[config.mk]
export PLATFORM = sky130hd
export DESIGN_NAME = fp_mul_sequencer
export DESIGN_NICKNAME = d
export VERILOG_FILES = /design/src/rtl/fp_mul_sequencer.sv
export SDC_FILE = /design/constraint.sdc
export NUM_CORES = 1
export LEC_CHECK = 0
export ABC_CLOCK_PERIOD_IN_PS = 2900
export CAP_MARGIN = 25
export CORE_AREA = 10 10 134 136
export DETAILED_ROUTE_END_ITERATION = 16
export DIE_AREA = 0 0 144 146
export DONT_BUFFER_PORTS = 1
export GPL_TIMING_DRIVEN = 0
export PLACE_DENSITY_LB_ADDON = 0.2
export SLEW_MARGIN = 10
export SYNTH_ARGS = -nofsm -noshare
export SYNTH_HDL_FRONTEND = slang
export SYNTH_SLANG_ARGS = --single-unit
[constraint.sdc]
create_clock -name clk -period 2.9 [get_ports clk]
set_clock_uncertainty 0.15 [all_clocks]
set_input_delay 0.58 -clock clk [delete_from_list [all_inputs] [get_ports clk]]
set_output_delay 0.58 -clock clk [all_outputs]
set_load 0.01 [all_outputs]
[src/rtl/fp_mul_sequencer.sv]
// fp_mul_sequencer: FP32 multiply sequencer around an external 24-bit mantissa
// multiplier. Special operands (zero/denormal, inf, NaN) are resolved without
// starting the multiplier. Optional WAIT watchdog enabled by FPM_TIMEOUT_EN.
module fp_mul_sequencer #(
  parameter int BIAS        = 127,
  parameter int TIMEOUT_CYC = 64
) (
  input  logic        clk,
  input  logic        rstn,
  input  logic        in_valid,
  output logic        in_ready,
  input  logic [31:0] a,
  input  logic [31:0] b,
  output logic [23:0] mant_a,
  output logic [23:0] mant_b,
  output logic        mul_rstn,
  input  logic        mul_ready,
  input  logic        mul_norm,
  input  logic [22:0] mul_frac,
  output logic        out_valid,
  input  logic        out_ready,
  output logic [31:0] result,
  output logic        busy,
  output logic        err
);
  localparam logic [31:0] QNAN = 32'h7FC00000;

  typedef enum logic [2:0] {IDLE, LAUNCH, WAIT, PACK, HOLD} state_t;
  state_t state, nxt;

  // operand classification straight off the input bus
  logic za, zb, ia, ib, na, nb, special;
  assign za = (a[30:23] == 8'h00);
  assign zb = (b[30:23] == 8'h00);
  assign ia = (a[30:23] == 8'hFF) && (a[22:0] == 23'h0);
  assign ib = (b[30:23] == 8'hFF) && (b[22:0] == 23'h0);
  assign na = (a[30:23] == 8'hFF) && (a[22:0] != 23'h0);
  assign nb = (b[30:23] == 8'hFF) && (b[22:0] != 23'h0);
  assign special = za | zb | ia | ib | na | nb;

  logic       s_q, nan_q, inf_q, zero_q, norm_q, to_q;
  logic [7:0] ea_q, eb_q;
  logic [22:0] frac_q;
  logic       tmo;

`ifdef FPM_TIMEOUT_EN
  localparam int CW = $clog2(TIMEOUT_CYC + 1);
  logic [CW-1:0] wcnt;
  logic          err_q;
  assign tmo = (state == WAIT) && !mul_ready && (wcnt == CW'(TIMEOUT_CYC - 1));
  assign err = err_q;
  // watchdog counter restarts on each WAIT entry; err pulses on the expiry edge
  always_ff @(posedge clk or negedge rstn) begin
    if (!rstn) begin
      wcnt  <= '0;
      err_q <= 1'b0;
    end else begin
      wcnt  <= (state == WAIT) ? wcnt + 1'b1 : '0;
      err_q <= tmo;
    end
  end
`else
  assign tmo = 1'b0;
  assign err = 1'b0;
`endif

  // next-state logic
  always_comb begin
    nxt = state;
    case (state)
      IDLE:    if (in_valid) nxt = special ? PACK : LAUNCH;
      LAUNCH:  nxt = WAIT;
      WAIT:    if (mul_ready || tmo) nxt = PACK;
      PACK:    nxt = HOLD;
      HOLD:    if (out_ready) nxt = IDLE;
      default: nxt = IDLE;
    endcase
  end

  // exponent math: ea + eb - BIAS + norm as a signed 10-bit value
  logic [9:0]  e_sum;
  logic [31:0] pack_res;
  always_comb begin
    e_sum = {2'b00, ea_q} + {2'b00, eb_q} - 10'(BIAS) + {9'd0, norm_q};
    pack_res = {s_q, e_sum[7:0], frac_q};
    if (to_q || nan_q)                        pack_res = QNAN;
    else if (inf_q)                           pack_res = {s_q, 8'hFF, 23'h0};
    else if (zero_q)                          pack_res = {s_q, 31'h0};
    else if (!e_sum[9] && e_sum >= 10'd255)   pack_res = {s_q, 8'hFF, 23'h0};
    else if (e_sum[9] || e_sum == 10'd0)      pack_res = {s_q, 31'h0};
  end

  // state, operand capture, multiplier control and result register
  always_ff @(posedge clk or negedge rstn) begin
    if (!rstn) begin
      state    <= IDLE;
      s_q      <= 1'b0;
      ea_q     <= '0;
      eb_q     <= '0;
      nan_q    <= 1'b0;
      inf_q    <= 1'b0;
      zero_q   <= 1'b0;
      norm_q   <= 1'b0;
      frac_q   <= '0;
      to_q     <= 1'b0;
      mant_a   <= '0;
      mant_b   <= '0;
      mul_rstn <= 1'b0;
      result   <= '0;
    end else begin
      state    <= nxt;
      mul_rstn <= (nxt == WAIT);
      if (state == IDLE && in_valid) begin
        s_q    <= a[31] ^ b[31];
        ea_q   <= a[30:23];
        eb_q   <= b[30:23];
        nan_q  <= na | nb | (za & ib) | (ia & zb);
        inf_q  <= ia | ib;
        zero_q <= za | zb;
        norm_q <= 1'b0;
        frac_q <= '0;
        to_q   <= 1'b0;
        if (!special) begin
          mant_a <= {1'b1, a[22:0]};
          mant_b <= {1'b1, b[22:0]};
        end
      end
      if (state == WAIT) begin
        if (mul_ready) begin
          norm_q <= mul_norm;
          frac_q <= mul_frac;
        end else if (tmo) begin
          to_q <= 1'b1;
        end
      end
      if (state == PACK) result <= pack_res;
    end
  end

  assign in_ready  = (state == IDLE);
  assign out_valid = (state == HOLD);
  assign busy      = (state != IDLE);
endmodule
Yosys cells after proc, flatten, opt, wreduce, memory -nomap -nowiden
Index checks and enable logic that the tools add are counted. Widths: inputs -> output; s select.

Logic and storage cells: 71. Output and inout port bits: 85. Flip-flop bits (word level): 128. Input bits: 93.

Magnitude comparators: 1. Bitwise gates (word level): 13. $add $sub $neg: 3. Equal/unequal tests: 7. Reductions and logical operators: 18. Mux-type cells: 16.

Operators by type and width (count): $mux 31 (4); $mux 23 (3); $logic_not 23->1 (2); $reduce_bool 23->1 (2); $mux 32 (1); $eq 8x8->1 const B (2); $logic_not 8->1 (2); $pmux 3 s5 (1); $add 10x1->10 (1); $ge 10x8->1 const B (1); $logic_not 10->1 (1); $sub 9x7->10 const B (1); $add 8x8->9 (1); $eq 3x2->1 const B (3); $mux 3 (3); $or 1x1->1 (9); $logic_and 1x1->1 (6); $eq 3x1->1 const B (1); $eq 3x3->1 const B (1); $logic_not 3->1 (1); $mux 1 (3); $reduce_bool 3->1 (1); $and 1x1->1 (2); $mux 2 (1); 5 further kinds (5).

Depth between registers and ports, before layout
Gate-level depths: netlist of run 1.

Word-level depth: 10. Gate-level depth with buffers: 13. Gate-level depth less buffers: 11.

Worst setup path after synthesis of run 1
No wires, ideal clock.

Path type: reg2reg. Start: reg norm_q. End: reg result[10]. Data arrival time: 2806 ps. Setup time: 95 ps. Path buffers: 2. Required time: 2655 ps. Path slack: -151 ps. Clock period less this slack: 3051 ps. Cell stages (with the launch flop): 14. Cells stage by stage: dfrtp_1 > inv_1 > ha_1 > inv_1 > ha_1 > fa_1 > a21o_1 > a41oi_1 > a211oi_1 > nand3b_2 > a41o_1 > buf_6 > buf_6 > o31ai_1.

Longest elaborated chain between the ends: 8. Elaborated cells on any way between the ends: 11. Classes of those cells: add/sub (1); order compare (1); mux (5); reduce/logical (4).

RTL lines: from (decl) (RTL line 41) `logic s_q, nan_q, inf_q, zero_q, norm_q, to_q;`; from (signal assigned) (RTL line 130) `norm_q <= mul_norm;`; $add 10x1->10 (*) (RTL line 84) `e_sum = {2'b00, ea_q} + {2'b00, eb_q} - 10'(BIAS) + {9'd0, norm_q};`; parallel branches: the longest is 3 deep, another holds $ge 10x8->1; $mux 31 (*) (RTL line 89) `else if (!e_sum[9] && e_sum >= 10'd255) pack_res = {s_q, 8'hFF, 23'h0};`; $mux 31 (*) (RTL line 88) `else if (zero_q) pack_res = {s_q, 31'h0};`; $mux 31 (*) (RTL line 87) `else if (inf_q) pack_res = {s_q, 8'hFF, 23'h0};`; $mux 32 (*) (RTL line 86) `if (to_q || nan_q) pack_res = QNAN;`; to (signal assigned) (RTL line 136) `if (state == PACK) result <= pack_res;`; to (decl) (RTL line 22) `output logic [31:0] result,`.

Every way passes the cells marked *. A chain may end at the register's enable or synchronous reset.

Worst setup path in the final report of run 1
Start: reg norm_q. End: reg result[17].

The elaborated chain is that of the path after synthesis.

==> run metrics, run 1 <==
Initial Util=0.376; Clock Latency Late Sink=0.41 ns; Synth Area in Compound Gates=0.0993; TritonRoute pass-1 iters=4; DR vias=3783; layer with the highest usage=met2; dpl hpwl=11600 microns; met2 Usage GRT=0.240; Synth Cell Area=0.00582 sq mm; R2R setup slack=-0.12 ns; worst hold slack=-0.279 ns; initial drt markers=188; Post-synth top cells=127 x dfrtp_1, 88 x nand2_1, 34 x mux2_2; total grt overflow=0; Final Hold Fails=127; wire per inst=20.9 microns; Post-synth EDFFs=0; CP max stage cell=dfrtp_1; Slew Viols, Final=0; die width=144 microns; IO Pins=178; Hold Crit Class=input port to async pin; synth warn=0; Slew HR=0.473; CP endpoint kind=register; CP Cell Sequence=inv_2, ha_4, inv_2, ha_4, fa_2, a21o_1, a41oi_2, nand2_1, xor2_2, a41o_1, buf_6, buf_6, o31ai_1; unrepaired setup endpoints after global routing=true; slowest cell delay on critical path=0.36 ns; CP Launch Type=register; CTS H-tree lvls=4; final critical-path share of the clock period=1.04; Mapped Nets=608; Max-Cap Viols=0; post-synthesis mux area share=0.135; XOR/XNOR Fraction of Synth Area=0.0105; GR Layer Usage met1=0.157; WP data required=3.06 ns; fmax=331 MHz; critical path type=register to register; # nets final=634; internal power=5.92 mW; sequential element share of the synthesized area=0.546; grt met3 use=0.0757; Yosys cell types=50; cell taking the most area after synthesis=dfrtp_1; WP data arrival=3.18 ns; Main synth FF type=dfrtp_1; final setup fails=23; share of layout cells above drive strength 1=0.264; combinational fraction of design power=0.430; GRT Overall Usage=0.147; CTS Root Cell=clkbuf_16; Post-Synthesis Cells=498; Die Y-Extent=146 microns; vias in the first global route=4186; core area=0.0155 sq mm; CTS tree=yes; static leakage=3.03 nW; initial antenna violation count=1; global-route wire length before repair=23800 microns; CP max FO=10; simple-gate share of the synthesized area=0.119; Synth Area in Adders=0.0378; vias per inst=5.20; total CTS buffers=17; Switching Share=0.383; Async S/R FF share, synth=1.00; Yosys top cell area share=0.546; count leader, synth=dfrtp_1; gp weighted congestion=0.771; Final Util=0.445; synthesized area per cell=11.7 sq um; CTS Sinks=127; net load switching power=3.68 mW; Clk network pwr share=0.208; Max clock buf depth=2; Area contributors post-synth=dfrtp_1 55%, mux2_2 6.6%, nand2_1 5.7%; Pwr Density=1390 mW/mm^2; Worst-path clk slew=0.06 ns; DRC Markers=0; Final ANT Viol Nets=0; failing checks=negative hold slack, negative setup slack; Flop pwr share=0.362; largest net degree at the start of global routing=128; main combinational cell family by area after synthesis=multiplexers; setup TNS=-2.29 ns; WL final=15200 microns; # fillers=1458; Tmin final=3.02 ns; status=complete, but fails checks; Least-Margin Pin Slew=0.779 ns; final worst slack=-0.121 ns; Row Count=46; DIE AREA=0.0210 sq mm; Peak VDD IR=0.486 mV; PortBufs=0; flip-flop and latch count after synthesis=127; synth-to-layout area growth=18.4%
[path summary, 6_finish.rpt]
path / from / end / cells after the start
hold reg to reg: s_q / s_q / 2
hold / removal: rstn / result[27] / 0
min in group clk: mul_frac[17] / frac_q[17] / 2
setup reg to reg: norm_q / result[17] / 13
max in group asynchronous: rstn / ea_q[4] / 0
setup / recovery: norm_q / result[17] / 13
[per-stage QoR]
step           std cells  power [mW]  worst slack (ns)  area (sq um)
2_1_floorplan        498        6.12           -0.0115          5860
3_3_place_gp         690        6.89            -0.283          6100
3_5_place_dp         690        7.01            -0.299          6100
4_1_cts              724        9.61            -0.153          6860
5_1_grt              726        10.3            -0.230          6890
6_report             727        9.59            -0.121          6890
[routing by layer]
metal | part of all wire | up-vias | routed length [microns]
met1 | 0.37 | 1836 | 5630
met2 | 0.50 | 138 | 7530
met3 | 0.11 | 20 | 1740
met4 | 0.019 | 0 | 286
li1 | - | 1789 | -
met5 | 0 | - | 0
[kinds of logic (layout without fill, tap and decap cells)]
| kind of cell | Yosys count | count (layout) |
|---|---|---|
| simple gates | 144 | 144 |
| flops | 127 | 127 |
| compound gates | 82 | 82 |
| mux | 63 | 63 |
| buf+inv | 57 | 93 |
| fa+ha+maj | 17 | 17 |
| xor+xnor | 7 | 7 |
| other cells | 1 | 2 |
[placed cells by master (no fill, tap or decap), drive strengths merged, types with 4 or more instances in the layout]
cell type / synthesis / routed
clkbuf: 11 / 33
xor2: 4 / 4
nand2: 88 / 88
o31ai: 25 / 25
nand4: 6 / 6
nand2b: 7 / 7
nor2: 11 / 11
o221a: 6 / 6
ha: 16 / 16
nor3: 4 / 4
dfrtp: 127 / 127
nor4: 14 / 14
mux2: 63 / 63
inv: 32 / 32
buf: 13 / 20
o21ai: 29 / 29
a21oi: 4 / 4
[critical path: cells and delay by family, from the launching register on]
family / cells / cell delay [ns]
buf+inv: 4 / 0.37
xor+xnor: 1 / 0.20
flops: 1 / 0.36
compound gates: 4 / 0.94
fa+ha+maj: 3 / 0.74
simple gates: 1 / 0.14
[sequential cells by signal, indices dropped and copies added (netlist names)]
register and flops:
result 32, mant_a 24, frac_q 23, mant_b 23, ea_q 8, eb_q 8, state 3, inf_q 1
mul_rstn 1, nan_q 1, norm_q 1, s_q 1, zero_q 1
[repair_timing]
| item | CTS | global route |
|---|---|---|
| gates resized for setup | 29 | 2 |
| buffers inserted | 4 | 2 |
| endpoints found under the setup margin | 26 | 29 |
| pin swaps | 5 | 2 |
| gates cloned | 1 | 0 |
| hold endpoints to repair | 127 | 127 |
[cell type report]
class                   instances  area, sq um  share of cell area
clock inverters                 7         90.1              0.0131
clock buffers                  22          454              0.0659
inverters                      32          120              0.0174
multi-input cells             314         2540               0.369
flip-flops and latches        127         3180               0.461
plain buffers                  25          190              0.0276
diodes                          1         2.50            0.000363
repair buffers                  7         76.3              0.0111
well taps                     192          240              0.0348
[power by group through the flow]
stage / registers, mW / logic [mW] / clock network, mW
after detailed placement: 3.51 / 3.50 / 0
after floorplan: 3.25 / 2.87 / 0
after global placement: 3.49 / 3.40 / 0
after global routing: 3.59 / 4.57 / 2.14
after CTS: 3.50 / 4.06 / 2.04
final: 3.47 / 4.13 / 1.99
Note: power is estimated with default switching activity, not from simulation.
==> inputs of run 2 (changes only) <==
REMOVE_ABC_BUFFERS = 1   (was default)
==> run 2 against run 1 <==
Compared with the run above:
- the flow still finishes with violations (negative hold slack, negative setup slack)
- worst setup slack worse by 0.074 ns
- final area is 4.7% higher
- clock power is 4% lower
- worst hold slack worse by 0.011 ns
- critical path depth is 1 lower
- critical path type unchanged
==> run metrics, run 2 (synthesis gave the netlist of run 1 again) <==
status=complete, but fails checks; failing checks=negative hold slack, negative setup slack; fmax=323 MHz; CTS tree=yes; GRT Overall Usage=0.153; number of inserted diodes=0; combinational fraction of design power=0.508; DR vias=3868; Clk network pwr share=0.174; final worst slack=-0.195 ns; CP Launch Type=register; final critical-path share of the clock period=1.07; global-route wire length before repair=24400 microns; Clock Latency Late Sink=0.42 ns; net load switching power=4.38 mW; Switching Share=0.400; WP data arrival=3.24 ns; Max clock buf depth=2; share of layout cells above drive strength 1=0.330; CTS H-tree lvls=4; CTS Sinks=127; CP max FO=6; Slew HR=0.508; largest net degree at the start of global routing=128; CP max stage cell=or4_4; Top Registers=result: 32 flops, mant_a: 24 flops; slowest cell delay on critical path=0.52 ns; Max-Cap Viols=0; IO Pins=178; internal power=6.58 mW; Hold Crit Class=input port to async pin; WL final=16100 microns; Least-Margin Pin Slew=0.736 ns; Worst-path clk slew=0.06 ns; final setup fails=24; Flop pwr share=0.318; dpl ws=-0.929 ns; overall power=11.0 mW; # nets final=638; Die Y-Extent=146 microns; WP data required=3.04 ns; die width=144 microns; # fillers=1403; unrepaired setup endpoints after global routing=true; critical path type=register to register; core area=0.0155 sq mm; Row Count=46; synth-to-layout area growth=24.0%; DIE AREA=0.0210 sq mm; Largest register FFs=32; PortBufs=0; most common cell after layout, fill and taps aside=dfrtp_1; dpl hpwl=10600 microns; Initial Util=0.376; vias in the first global route=4117; Peak VDD IR=0.542 mV; Slew Viols, Final=0; CP Cell Sequence=inv_2, ha_4, inv_2, ha_4, fa_2, xor2_2, or3_4, or4_4, buf_6, o31ai_4, buf_6, o31ai_1; gp weighted congestion=0.731; Tmin final=3.10 ns; TritonRoute pass-1 iters=6; initial drt markers=164; static leakage=3.13 nW; total grt overflow=0; initial antenna violation count=1; DRC Markers=0; CTS Root Cell=clkbuf_16; Pwr Density=1520 mW/mm^2; most frequent cells in the layout=127 x dfrtp_1, 86 x nand2_1, 34 x mux2_2, 29 x inv_1, 29 x o21ai_0; worst hold slack=-0.290 ns; CP endpoint kind=register; Final Hold Fails=127; Reg with most FFs=result; vias per inst=5.28; Final ANT Viol Nets=0; wire per inst=22.0 microns; total CTS buffers=17
-- run 2: cell types whose count changed in the layout (fill, tap and decap cells not counted), sizes merged, moves of 2 or more --
cell / change
buf: +13
bufinv: -2
clkbuf: -12
clkinv: +2
clkinvlp: +3
-- run 2: timing repair --
item,CTS,global route
hold endpoints to repair,127,127
cloned,3,1
setup endpoints to repair,73,57
gates resized for setup,38,29
pin swaps,12,9
buffers inserted,16,11
-- run 2: worst paths after layout --
kind / startpoint / to / slack, ns / cells past startpoint
min reg2reg: s_q / s_q / 0.34 / 2
max in group asynchronous: rstn / mant_b[18] / 2.72 / 0
max reg2reg: norm_q / result[6] / -0.20 / 12
min in group clk: mul_frac[11] / frac_q[11] / 0.13 / 2
max: norm_q / result[6] / -0.20 / 12
min: rstn / frac_q[20] / -0.29 / 0
-- run 2: final cells by class --
class	instances	area, sq um	share of cell area
flip-flops and latches	127	3180	0.440
multi-input cells	317	2790	0.386
clock buffers	21	460	0.0638
repair buffers	33	368	0.0509
well taps	192	240	0.0333
inverters	32	120	0.0166
clock inverters	10	66.3	0.00918
-- run 2: through the flow --
stage | TNS [ns] | hold WS [ns] | util | instances | cell area, sq um
after detailed placement | -39.62 | 0.142 | 0.386 | 669 | 5970
after global placement | -189.12 | 0.142 | 0.380 | 665 | 5880
after CTS | -4.71 | -0.309 | 0.448 | 719 | 6930
after global routing | -6.35 | -0.315 | 0.466 | 732 | 7220
final | -4.09 | -0.290 | 0.466 | 732 | 7220
after floorplan | -81.33 | 0.134 | - | 473 | 5640
-- run 2: worst max-delay path, delay by kind of cell (launching register included) --
kind	cells	cell delay, ns
simple gates	2	0.84
compound gates	2	0.27
xor+xnor	1	0.16
buf+inv	4	0.41
flops	1	0.36
fa+ha+maj	3	0.77
-- run 2: power by group through the flow --
stage	registers, mW	clock network [mW]	logic, mW
3_5_place_dp	3.50	0	3.26
6_report	3.48	1.91	5.56
5_1_grt	3.62	2.04	6.05
3_3_place_gp	3.49	0	3.14
4_1_cts	3.50	1.95	4.94
2_1_floorplan	3.24	0	2.62
-- run 2: layer usage --
layer / up-vias / track usage / routed length, microns
met1: 1881 / 0.163 / 5840
met4: 2 / 0.0623 / 243
li1: 1815 / - / -
met2: 150 / 0.237 / 7800
met5: - / 0 / 20
met3: 20 / 0.0963 / 2230
==> inputs of run 3 (changes only) <==
CELL_PAD_IN_SITES_DETAIL_PLACEMENT = 1   (was default)
CELL_PAD_IN_SITES_GLOBAL_PLACEMENT = 1   (was default)
==> run 3 against run 2 <==
Compared with the run above:
- cell count grew 0.14%
- register-to-register slack got worse by 0.09 ns
- worst setup slack lost 0.092 ns
- largest cell class unchanged
- via count increased by 2.2%
- die area unchanged
- non-clock buffer count did not move
- the flow still finishes with violations (negative hold slack, negative setup slack)
- sequential cell count unchanged
==> run metrics, run 3 (synthesis gave the netlist of run 1 again) <==
GR Layer Usage met1=0.179; combinational fraction of design power=0.503; status=complete, but fails checks; vias in the first global route=4451; net load switching power=4.66 mW; total grt overflow=0; Clk network pwr share=0.193; CP max FO=3; Clock Latency Late Sink=0.41 ns; most frequent cells in the layout=127 x dfrtp_1, 86 x nand2_1, 34 x mux2_2, 29 x inv_1, 29 x o21ai_0; DRC Markers=0; Tmin final=3.19 ns; # nets final=638; CP most frequent cell=ha_4; final worst slack=-0.287 ns; Max clock buf depth=2; Placed Area=0.00596 sq mm; unrepaired setup endpoints after global routing=true; Hold Crit Class=input port to async pin; Flop pwr share=0.304; CTS Sinks=127; initial antenna violation count=0; grt met3 use=0.0747; Max-Cap Viols=0; PortBufs=0; Worst-path clk slew=0.06 ns; critical path type=register to register; WL final=17100 microns; TritonRoute pass-1 iters=4; Initial Util=0.376; Die Y-Extent=146 microns; wire per inst=23.3 microns; Top Registers=result: 32 flops, mant_a: 24 flops; WP data arrival=3.34 ns; total CTS buffers=17; global-route wire length before repair=26200 microns; gp weighted congestion=0.748; DR vias=3952; initial drt markers=161; Largest register FFs=32; CP max stage cell=or4_4; CTS Root Cell=clkbuf_16; GRT Overall Usage=0.161; core area=0.0155 sq mm; final critical-path share of the clock period=1.10; Peak VDD IR=0.534 mV; overall power=11.5 mW; WP data required=3.05 ns; internal power=6.88 mW; post-layout instance area=0.00728 sq mm; Final ANT Viol Nets=0; Pwr Density=1590 mW/mm^2; failing checks=negative hold slack, negative setup slack; Cell Count, Final, Fillers Out=733; die width=144 microns; dpl hpwl=11200 microns; Final Util=0.470; Row Count=46; share of layout cells above drive strength 1=0.333; worst hold slack=-0.281 ns; layer with the highest usage=met2; final setup fails=26; placed cell count=669; static leakage=3.16 nW; largest net degree at the start of global routing=128; CTS tree=yes; slowest cell delay on critical path=0.47 ns; synth-to-layout area growth=24.9%; Least-Margin Pin Slew=0.906 ns; number of inserted diodes=0; vias per inst=5.39; Slew HR=0.395; CP endpoint kind=register; CP Cell Sequence=inv_2, ha_4, inv_4, ha_4, fa_2, a21o_1, a21oi_2, xnor2_2, or4_4, buf_6, o31ai_4, buf_4, o31ai_1; most common cell after layout, fill and taps aside=dfrtp_1; Slew Viols, Final=0; Reg with most FFs=result; Final Hold Fails=127; CP Launch Type=register; fmax=314 MHz; DIE AREA=0.0210 sq mm; CTS H-tree lvls=4; Switching Share=0.404; IO Pins=178; met2 Usage GRT=0.267
-- run 3: cell type report --
cell class,count,area (sq um)
multi-input combinational,317,2790
clock inverter,14,180
inverter,32,123
fill,1615,8210
tap,192,240
clock buffer,18,439
timing repair buffer,33,327
sequential,127,3180
-- run 3: power groups by stage --
| stage | sequential, mW | clock, mW | combinational (mW) |
|---|---|---|---|
| 4_1_cts | 3.52 | 2.27 | 5.33 |
| 2_1_floorplan | 3.24 | 0 | 2.62 |
| 6_report | 3.51 | 2.23 | 5.81 |
| 5_1_grt | 3.64 | 2.37 | 6.30 |
| 3_3_place_gp | 3.49 | 0 | 3.18 |
| 3_5_place_dp | 3.51 | 0 | 3.34 |
-- run 3: worst max-delay path: cells and delay by family, from the launching register on --
family | cells | cell delay, ns
AND/OR/NAND/NOR | 1 | 0.47
buffers and inverters | 4 | 0.47
flip-flops | 1 | 0.36
XOR/XNOR | 1 | 0.11
AO/OA/AOI/OAI | 4 | 0.73
adder cells (fa/ha/maj) | 3 | 0.79
-- run 3: what timing repair did --
action / in CTS / in global routing
endpoints found under the hold margin: 127 / 127
setup endpoints to repair: 77 / 59
setup buffers: 20 / 10
pin swaps: 15 / 10
gates resized for setup: 42 / 27
cloned: 4 / 0
-- run 3: stage by stage --
stage,setup slack (ns),setup TNS (ns)
after floorplan,-1.37,-81.33
after global placement,-3.32,-192.57
after detailed placement,-1.03,-43.61
after CTS,-0.206,-4.25
after global routing,-0.409,-8.37
final,-0.287,-5.18
-- run 3: final timing paths --
kind                              from   endpoint  slack (ns)  depth (start not counted)
setup / recovery               eb_q[0]  result[0]       -0.29                         13
hold / removal                    rstn    ea_q[2]       -0.28                          0
setup reg to reg               eb_q[0]  result[0]       -0.29                         13
hold reg to reg                    s_q        s_q        0.35                          2
max in group asynchronous         rstn   state[0]        2.74                          0
min in group clk           mul_frac[4]  frac_q[4]        0.14                          2
-- run 3: metal layers --
metal | vias to the layer above | part of all wire | wire length (microns)
li1 | 1817 | - | -
met1 | 1974 | 0.39 | 6700
met2 | 146 | 0.50 | 8450
met3 | 15 | 0.10 | 1740
met4 | 0 | 0.010 | 174
met5 | - | 0 | 0
